==> config.mk <==
export PLATFORM = sky130hd
export DESIGN_NAME = adpcm_rx
export DESIGN_NICKNAME = d
export VERILOG_FILES = /design/src/rtl/adpcm_rx.sv
export SDC_FILE = /design/constraint.sdc
export NUM_CORES = 1
export LEC_CHECK = 0
export CAP_MARGIN = 15
export CORE_MARGIN = 1.5
export CORE_UTILIZATION = 55
export CTS_BUF_LIST = sky130_fd_sc_hd__clkbuf_4
export CTS_CLUSTER_SIZE = 16
export DETAILED_ROUTE_END_ITERATION = 12
export GPL_TIMING_DRIVEN = 0
export PLACE_DENSITY = 0.79
export SLEW_MARGIN = 15
export SYNTH_ARGS = -nofsm -noshare
export SYNTH_HDL_FRONTEND = slang
export SYNTH_SLANG_ARGS = --single-unit
==> constraint.sdc <==
create_clock -name clk -period 4.75 [get_ports clk]
set_clock_uncertainty 0.2 [all_clocks]
set_input_delay 0.475 -clock clk [delete_from_list [all_inputs] [get_ports clk]]
set_output_delay 0.475 -clock clk [all_outputs]
set_load 0.005 [all_outputs]
==> src/rtl/adpcm_rx.sv <==
// Serial ADPCM capture: resynchronises the encoder's bit stream into clk,
// deserialises one 2-5 bit code per frame and queues the codes in a small FIFO.
module adpcm_rx #(
    parameter int FIFO_DEPTH  = 4,
    parameter int SYNC_STAGES = 2,
    parameter int FS_TIMEOUT  = 4096
) (
    input  logic       clk,
    input  logic       reset,
    input  logic [1:0] rate,
    input  logic       enc_i,
    input  logic       enc_i_clk,
    input  logic       enc_i_fs,
    output logic [4:0] code,
    output logic [1:0] code_rate,
    output logic       code_valid,
    input  logic       code_ready,
    output logic       sync_ok,
    output logic       rx_error,
    output logic       overflow,
    input  logic       err_clr
);

    localparam int AW = $clog2(FIFO_DEPTH);
    localparam int CW = $clog2(FS_TIMEOUT + 1);
    localparam logic [AW:0]   DEPTH_P = (AW + 1)'(FIFO_DEPTH);
    localparam logic [CW-1:0] TO_LIM  = CW'(FS_TIMEOUT);

    typedef enum logic [1:0] {
        S_HUNT  = 2'd0,
        S_SHIFT = 2'd1,
        S_WAIT  = 2'd2
    } state_t;

    // Synchroniser chain, bit order {fs, bit clock, data}
    logic [SYNC_STAGES-1:0][2:0] sync_q, sync_d;
    logic [2:0] s_top;

    logic clk_prev_q, clk_prev_d;
    logic ev_q, ev_d;
    logic bit_q, bit_d;
    logic fs_q, fs_d;

    state_t      state_q, state_d;
    logic [4:0]  sr_q, sr_d;
    logic [2:0]  cnt_q, cnt_d;
    logic [2:0]  cnt_inc;
    logic [2:0]  nbits;
    logic [1:0]  frame_rate_q, frame_rate_d;
    logic [CW-1:0] to_q, to_d;
    logic        frame_err;

    logic        push_q, push_d;
    logic [4:0]  push_code_q, push_code_d;
    logic [1:0]  push_rate_q, push_rate_d;

    logic [6:0]  mem_q [FIFO_DEPTH];
    logic [AW:0] wr_ptr_q, wr_ptr_d;
    logic [AW:0] rd_ptr_q, rd_ptr_d;
    logic        full;
    logic        pop;
    logic        wr_en;
    logic        ovf_set;
    logic [6:0]  head;

    logic        rx_error_q, rx_error_d;
    logic        overflow_q, overflow_d;

    always_comb begin
        sync_d[0] = {enc_i_fs, enc_i_clk, enc_i};
        for (int i = 1; i < SYNC_STAGES; i++) begin
            sync_d[i] = sync_q[i-1];
        end
    end

    // Edge register: the event and its data/fs come from the same synchroniser stage
    assign s_top      = sync_q[SYNC_STAGES-1];
    assign clk_prev_d = s_top[1];
    assign ev_d       = s_top[1] & ~clk_prev_q;
    assign bit_d      = s_top[0];
    assign fs_d       = s_top[2];

    always_comb begin
        state_d      = state_q;
        sr_d         = sr_q;
        cnt_d        = cnt_q;
        frame_rate_d = frame_rate_q;
        to_d         = to_q;
        frame_err    = 1'b0;
        push_d       = 1'b0;
        push_code_d  = push_code_q;
        push_rate_d  = push_rate_q;
        nbits        = {1'b0, frame_rate_q} + 3'd2;
        cnt_inc      = cnt_q + 3'd1;

        if (state_q == S_HUNT) begin
            to_d = '0;
        end else if (to_q != TO_LIM) begin
            to_d = to_q + CW'(1);
        end

        if (ev_q && fs_q) begin
            // Any frame sync starts a fresh word; inside SHIFT it cuts a word short
            if (state_q == S_SHIFT) begin
                frame_err = 1'b1;
            end
            frame_rate_d = rate;
            sr_d         = {4'b0000, bit_q};
            cnt_d        = 3'd1;
            to_d         = '0;
            state_d      = S_SHIFT;
        end else if (state_q != S_HUNT && to_q == TO_LIM) begin
            frame_err = 1'b1;
            sr_d      = '0;
            cnt_d     = '0;
            to_d      = '0;
            state_d   = S_HUNT;
        end else if (ev_q && state_q == S_SHIFT) begin
            sr_d  = {sr_q[3:0], bit_q};
            cnt_d = cnt_inc;
            if (cnt_inc == nbits) begin
                push_d      = 1'b1;
                push_code_d = {sr_q[3:0], bit_q};
                push_rate_d = frame_rate_q;
                cnt_d       = '0;
                state_d     = S_WAIT;
            end
        end
    end

    assign code_valid = (wr_ptr_q != rd_ptr_q);
    assign full       = ((wr_ptr_q - rd_ptr_q) == DEPTH_P);
    assign pop        = code_valid & code_ready;
    // When full, a simultaneous pop frees the slot the new word lands in
    assign wr_en      = push_q & (~full | pop);
    assign ovf_set    = push_q & full & ~pop;
    assign wr_ptr_d   = wr_ptr_q + (AW + 1)'(wr_en);
    assign rd_ptr_d   = rd_ptr_q + (AW + 1)'(pop);
    assign head       = mem_q[rd_ptr_q[AW-1:0]];

    assign code       = code_valid ? head[4:0] : 5'd0;
    assign code_rate  = code_valid ? head[6:5] : 2'd0;

    always_comb begin
        rx_error_d = rx_error_q;
        overflow_d = overflow_q;
        if (err_clr) begin
            rx_error_d = 1'b0;
            overflow_d = 1'b0;
        end
        if (frame_err) begin
            rx_error_d = 1'b1;
        end
        if (ovf_set) begin
            overflow_d = 1'b1;
        end
    end

    assign sync_ok  = (state_q != S_HUNT);
    assign rx_error = rx_error_q;
    assign overflow = overflow_q;

    always_ff @(posedge clk or negedge reset) begin
        if (!reset) begin
            sync_q       <= '0;
            clk_prev_q   <= 1'b0;
            ev_q         <= 1'b0;
            bit_q        <= 1'b0;
            fs_q         <= 1'b0;
            state_q      <= S_HUNT;
            sr_q         <= '0;
            cnt_q        <= '0;
            frame_rate_q <= '0;
            to_q         <= '0;
            push_q       <= 1'b0;
            push_code_q  <= '0;
            push_rate_q  <= '0;
            wr_ptr_q     <= '0;
            rd_ptr_q     <= '0;
            rx_error_q   <= 1'b0;
            overflow_q   <= 1'b0;
        end else begin
            sync_q       <= sync_d;
            clk_prev_q   <= clk_prev_d;
            ev_q         <= ev_d;
            bit_q        <= bit_d;
            fs_q         <= fs_d;
            state_q      <= state_d;
            sr_q         <= sr_d;
            cnt_q        <= cnt_d;
            frame_rate_q <= frame_rate_d;
            to_q         <= to_d;
            push_q       <= push_d;
            push_code_q  <= push_code_d;
            push_rate_q  <= push_rate_d;
            wr_ptr_q     <= wr_ptr_d;
            rd_ptr_q     <= rd_ptr_d;
            rx_error_q   <= rx_error_d;
            overflow_q   <= overflow_d;
        end
    end

    // Storage needs no reset: code/code_rate are masked while the FIFO is empty
    always_ff @(posedge clk) begin
        if (wr_en) begin
            mem_q[wr_ptr_q[AW-1:0]] <= {push_rate_q, push_code_q};
        end
    end

endmodule
==> results of run 1 <==
[cells by family (layout without fill, tap and decap cells)]
kind of cell	Yosys count	in the layout
flops	78	78
simple gates	72	72
xor+xnor	19	19
buf+inv	19	56
compound gates	18	18
mux	17	17
fa+ha+maj	9	9
[report_power, final]
part           leakage, nW  switching (W)  internal (W)
logic                0.607       0.000279      0.000344
clock network       0.0875       0.000207      0.000231
registers            0.894       0.000107      0.000826
[routing by layer]
layer,GRT usage,vias to the layer above,part of all wire
met4,0.06207,0,0.0087
met5,0,-,0
met1,0.2303,863,0.45
li1,-,876,-
met2,0.3008,41,0.50
met3,0.06857,4,0.046
[worst max-delay path, delay by kind of cell, from the launching register on]
family	cells	cell delay, ns
adders and majority gates	1	0.29
DFF	1	0.36
buffers and inverters	3	0.96
and+or+nand+nor	3	0.62
[worst min path at each step]
stage,from,end,slack [ns],cells after the start
after global placement,s_top[2]$_DFF_PN0_,fs_q$_DFF_PN0_,0.13,0
after CTS,s_top[0]$_DFF_PN0_,bit_q$_DFF_PN0_,0.17,0
after detailed placement,sync_d[3]$_DFF_PN0_,s_top[0]$_DFF_PN0_,0.14,0
final,sync_d[3]$_DFF_PN0_,s_top[0]$_DFF_PN0_,0.16,0
after floorplan,reset,bit_q$_DFF_PN0_,-0.02,0
after global routing,s_top[0]$_DFF_PN0_,bit_q$_DFF_PN0_,0.17,0
[registers in the layout, indices dropped and copies added (netlist names)]
| register | count |
|---|---|
| mem_q | 28 |
| to_q | 13 |
| push_code_q | 5 |
| sr_q | 4 |
| cnt_q | 3 |
| rd_ptr_q | 3 |
| s_top | 3 |
| sync_d | 3 |
| wr_ptr_q | 3 |
| frame_rate_q | 2 |
| push_rate_q | 2 |
| state_q | 2 |
| bit_q | 1 |
| clk_prev_q | 1 |
| ev_q | 1 |
| fs_q | 1 |
| overflow | 1 |
| push_q | 1 |
| rx_error | 1 |
[through the flow]
step	util	total power [W]	worst slack (ns)	cell area, µm²
5_1_grt	0.6658	0.002131	1.180	3734
2_1_floorplan	-	0.001336	2.214	3261
4_1_cts	0.6649	0.002017	1.346	3729
3_5_place_dp	0.6341	0.001574	1.567	3556
3_3_place_gp	0.6314	0.001543	1.622	3541
6_report	0.6658	0.001995	1.418	3734
[synthesized netlist by cell type (all sizes together), types with 4 or more instances]
cell	number	area [µm²]
dfrtp	50	1251
edfxtp	28	840.8
nor2	23	86.33
inv	15	56.30
nand2	14	52.55
xnor2	14	122.6
nor2b	10	62.56
ha	9	112.6
mux2	9	127.6
mux4	7	157.7
a21oi	6	30.03
nor3	6	30.03
xor2	5	43.79
nand3	4	20.02
[area by class of cell]
cell class	instances	area [µm²]
plain buffers	4	16.27
repair buffers	21	215.2
multi-input cells	135	1101
well taps	72	90.09
clock inverters	4	72.57
clock buffers	12	90.09
flip-flops and latches	78	2092
inverters	15	56.30
fillers	422	1874
==> metrics, run 1 <==
status finished, final reports clean; die area 0.006399 mm²; fin cells 341; Layout Nets 282; CP Data Required Time 4.07 ns; CTS root buffer clkbuf_4; CP Capture Type primary output; clk slew on worst S/H paths 0.12 ns; Initial DRC Count 93; GRT overflow 0; Fmax achieved 300.1 MHz; share of cells above drive strength 1 0.1487; placed insts 324; ys async rst share 0.6410; CTS-repair resized insts 0; most frequent cells in the layout dfrtp_1 (50), edfxtp_1 (28), nor2_1 (23), clkdlybuf4s50_1 (18), inv_1 (15); first-pass GRT wire length 8625 µm; WP data arrival 2.66 ns; drc violations 0; final setup violation count 0; gpl congestion 0.7753; Yosys warnings 0; Die W 80.00 µm; initial antenna violation count 0; TritonCTS clock tree yes; Leakage 1.588 nW; Synth cell types 36; Synth Area in XOR/XNOR 0.05104; min cycle time layout 3.332 ns; RSZ-0062 raised after global routing no; reg2reg end mem_q[1][6]$_DFFE_PP_; fin crit share 0.7014; syn nets 250; crit path max fanout 8; final antenna diode count 0; most common cell after layout, fill and taps aside dfrtp_1; worst min path class flip-flop to flip-flop; max-slew headroom at the worst pin 0.2820; Post-CTS Setup Bufs 0; power density over the cells 534.3 mW/mm²; adder-cell share of the synthesized area 0.03454; Main synth FF type dfrtp_1; Initial Util 0.5814; slowest cell on the critical path clkdlybuf4s50_1; endpoints failing hold 0; # IOs 20; Routed WL per cell 14.88 µm; sequential cell area fraction in the yosys report 0.6416; DPL Wire Length 3536 µm; max-slew violations 0; vias in the first global route 1841; pin count of the biggest net entering global routing 30; R2R depth 7; clock sink total 78; CP startpoint kind flip-flop; Compound-Gate Fraction of Synth Area 0.04259; Synth Instances 232; hold buffers post-CTS 1; crit path to code_rate[0]; flop2flop setup slack 1.70 ns; main combinational cell family by area after synthesis simple AND/OR/NAND/NOR gates; H-Tree Depth 3; mux cell area share after synthesis 0.09056; crit path kind flip-flop to primary output; final hold slack 0.1571 ns; Routed Antenna Nets 0; max_cap viols 0; crit path from rd_ptr_q[1]$_DFF_PN0_; via count 1784; CP Cell Sequence clkbuf_1 > inv_1 > ha_1 > nand2_1 > nor2_1 > nor2b_1 > clkdlybuf4s50_1; EDFF count, synth 28; Yosys reg bits 78; worst reg2reg startpoint rd_ptr_q[1]$_DFF_PN0_; Longest Clk Path Bufs 2; total core area 0.005608 mm²; Synth Area in Simple Gates 0.1174; Syn Area/Cell 14.05 µm²; Layout area overhead 14.50%; I/O Buffers 19; Overall Global Routing Usage 0.1856; die height 80.00 µm; vias per cell 5.232; Routed WL 5073 µm; peak per-stage delay on the critical path 0.46 ns; CTS Buf Count 9; total negative setup slack 0 ns; slew at the pin closest to its max-slew limit 1.069 ns; worst-skew pair later-pin latency 0.41 ns; Mapped Area 0.003261 mm²; row cnt 27; drt pass-1 iters 4; Peak VDD IR 0.3113 mV
Note: power is estimated with default switching activity, not from simulation.
==> inputs of run 2 (changes only) <==
clock period = 3.2 ns   (was 4.75 ns; I/O delays follow)
==> run 2 against run 1 <==
Compared with the run above:
- combinational power grew 46%
- critical path depth increased by 2
- register-to-register slack worse by 1.4 ns
- clock power grew 49%
- worst setup slack lost 1.1 ns
- sequential power increased by 51%
- worst hold slack got worse by 0.0048 ns
- first-iteration DRC count shrank 25%
- critical endpoint is now wr_ptr_q[2]$_DFF_PN0_
==> metrics, run 2 (synthesis gave the netlist of run 1 again) <==
endpoints failing hold 0 (unchanged); fin cells 340 (was 341); final setup violation count 0 (unchanged); gpl congestion 0.7753 (unchanged); initial antenna violation count 0 (unchanged); crit path max fanout 9 (was 8); Longest Clk Path Bufs 2 (unchanged); Initial DRC Count 70 (was 93); min cycle time layout 2.894 ns; most common cell after layout, fill and taps aside dfrtp_1 (unchanged); vias per cell 5.206 (was 5.232); power density over the cells 793.2 mW/mm² (was 534.3 mW/mm²); slew at the pin closest to its max-slew limit 0.7327 ns (was 1.069 ns); Largest register FFs 28 (unchanged); Routed WL per cell 14.93 µm (was 14.88 µm); crit path kind flip-flop to flip-flop (was flip-flop to primary output); Die W 80.00 µm (unchanged); first-pass GRT wire length 8625 µm (unchanged); clock sink total 78 (unchanged); via count 1770 (was 1784); share of cells above drive strength 1 0.1642 (was 0.1487); drc violations 0 (unchanged); worst min path class primary input to flip-flop (was flip-flop to flip-flop); fin crit share 0.9043; Fmax achieved 345.6 MHz; die area 0.006399 mm² (unchanged); # IOs 20 (unchanged); vias in the first global route 1841 (unchanged); WP data arrival 3.00 ns (was 2.66 ns); CTS root buffer clkbuf_4 (unchanged); Peak VDD IR 0.4624 mV (was 0.3113 mV); CP Capture Type flip-flop (was primary output); placed insts 324 (unchanged); Routed WL 5076 µm (was 5073 µm); max-slew violations 0 (unchanged); total negative setup slack 0 ns (unchanged); row cnt 27 (unchanged); GRT overflow 0 (unchanged); I/O Buffers 19 (unchanged); pin count of the biggest net entering global routing 30 (unchanged); worst-skew pair later-pin latency 0.41 ns (about the same); Overall Global Routing Usage 0.1856 (unchanged); TritonCTS clock tree yes (unchanged); Layout area overhead 14.81% (was 14.50%); max-slew headroom at the worst pin 0.5074 (was 0.2820); Routed Antenna Nets 0 (unchanged); CTS Buf Count 9 (unchanged); max_cap viols 0 (unchanged); most frequent cells in the layout dfrtp_1 (50), edfxtp_1 (28), nor2_1 (22), clkdlybuf4s50_1 (18), inv_1 (15) (was dfrtp_1 (50), edfxtp_1 (28), nor2_1 (23), clkdlybuf4s50_1 (18), inv_1 (15)); DPL Wire Length 3536 µm (unchanged); final antenna diode count 0 (unchanged); clk slew on worst S/H paths 0.12 ns (about the same); status finished, final reports clean (unchanged); CP Data Required Time 3.31 ns (was 4.07 ns); Post-CTS Setup Bufs 0 (unchanged); CP startpoint kind flip-flop (unchanged); H-Tree Depth 3 (unchanged); Layout Nets 281 (was 282); drt pass-1 iters 4 (unchanged); Initial Util 0.5814 (unchanged); RSZ-0062 raised after global routing no (unchanged); Leakage 1.594 nW (was 1.588 nW); die height 80.00 µm (unchanged); total core area 0.005608 mm² (unchanged)
run 2: changes by cell type in the layout (fill, tap and decap cells not counted):
cell	before	now
clkbuf_1	3	1
nor3_1	6	4
nor3_2	0	2
clkbuf_2	0	1
nor2_1	23	22
nor2_2	0	1
run 2: stage by stage:
stage | hold slack [ns] | worst slack (ns) | cell area [µm²] | power [W] | util
global route | 0.1108 | 0.1417 | 3744 | 0.003171 | 0.6676
CTS | 0.1165 | 0.07768 | 3736 | 0.003001 | 0.6662
finish | 0.1523 | 0.3061 | 3744 | 0.002970 | 0.6676
global placement | 0.1348 | 0.1038 | 3541 | 0.002291 | 0.6314
floorplan | -0.1756 | 0.6642 | 3261 | 0.001983 | -
detailed placement | 0.1117 | 0.01670 | 3556 | 0.002336 | 0.6341
run 2: metal layers:
| metal | track usage | wire length [µm] | up-vias |
|---|---|---|---|
| met4 | 0.06207 | 44 | 0 |
| met2 | 0.3008 | 2551 | 26 |
| met5 | 0 | 0 | - |
| li1 | - | - | 874 |
| met3 | 0.06857 | 169 | 4 |
| met1 | 0.2303 | 2310 | 866 |
run 2: critical path, cell delays in order (launching register included):
cell and delay, ns:
dfrtp_1 0.59, inv_1 0.10, ha_1 0.29, nand2_1 0.10, o21a_1 0.23, o31ai_1 0.65
inv_1 0.10, ha_1 0.21, ha_1 0.18, xor2_1 0.14
run 2: where the power goes:
| part | internal (W) | leakage (nW) | switching [W] |
|---|---|---|---|
| clock network | 0.000343 | 0.0875 | 0.000308 |
| logic | 0.000511 | 0.613 | 0.000399 |
| registers | 0.00123 | 0.894 | 0.000181 |
run 2: repair_timing:
item	4_1_cts	5_1_grt
pin swaps	0	0
hold endpoints to repair	21	0
hold buffers	1	0
setup endpoints to repair	15	21
resized for setup	2	4
run 2: path summary, 6_finish.rpt:
check | from | to | slack [ns] | cells past startpoint
setup / recovery | rd_ptr_q[1]$_DFF_PN0_ | wr_ptr_q[2]$_DFF_PN0_ | 0.31 | 9
hold / removal | enc_i | sync_d[3]$_DFF_PN0_ | 0.15 | 1
hold reg to reg | sync_d[3]$_DFF_PN0_ | s_top[0]$_DFF_PN0_ | 0.16 | 0
max in group asynchronous | reset | push_code_q[0]$_DFFE_PN0P_ | 2.08 | 3
min in group asynchronous | reset | frame_rate_q[0]$_DFFE_PN0P_ | 0.21 | 2
setup reg to reg | rd_ptr_q[1]$_DFF_PN0_ | wr_ptr_q[2]$_DFF_PN0_ | 0.31 | 9
run 2: final cells by class:
type                    instances  area, µm²
inverters                      15      56.30
well taps                      72      90.09
clock inverters                 4      72.57
multi-input cells             135       1114
repair buffers                 21      215.2
clock buffers                  12      90.09
fillers                       424       1864
plain buffers                   3      13.76
flip-flops and latches         78       2092
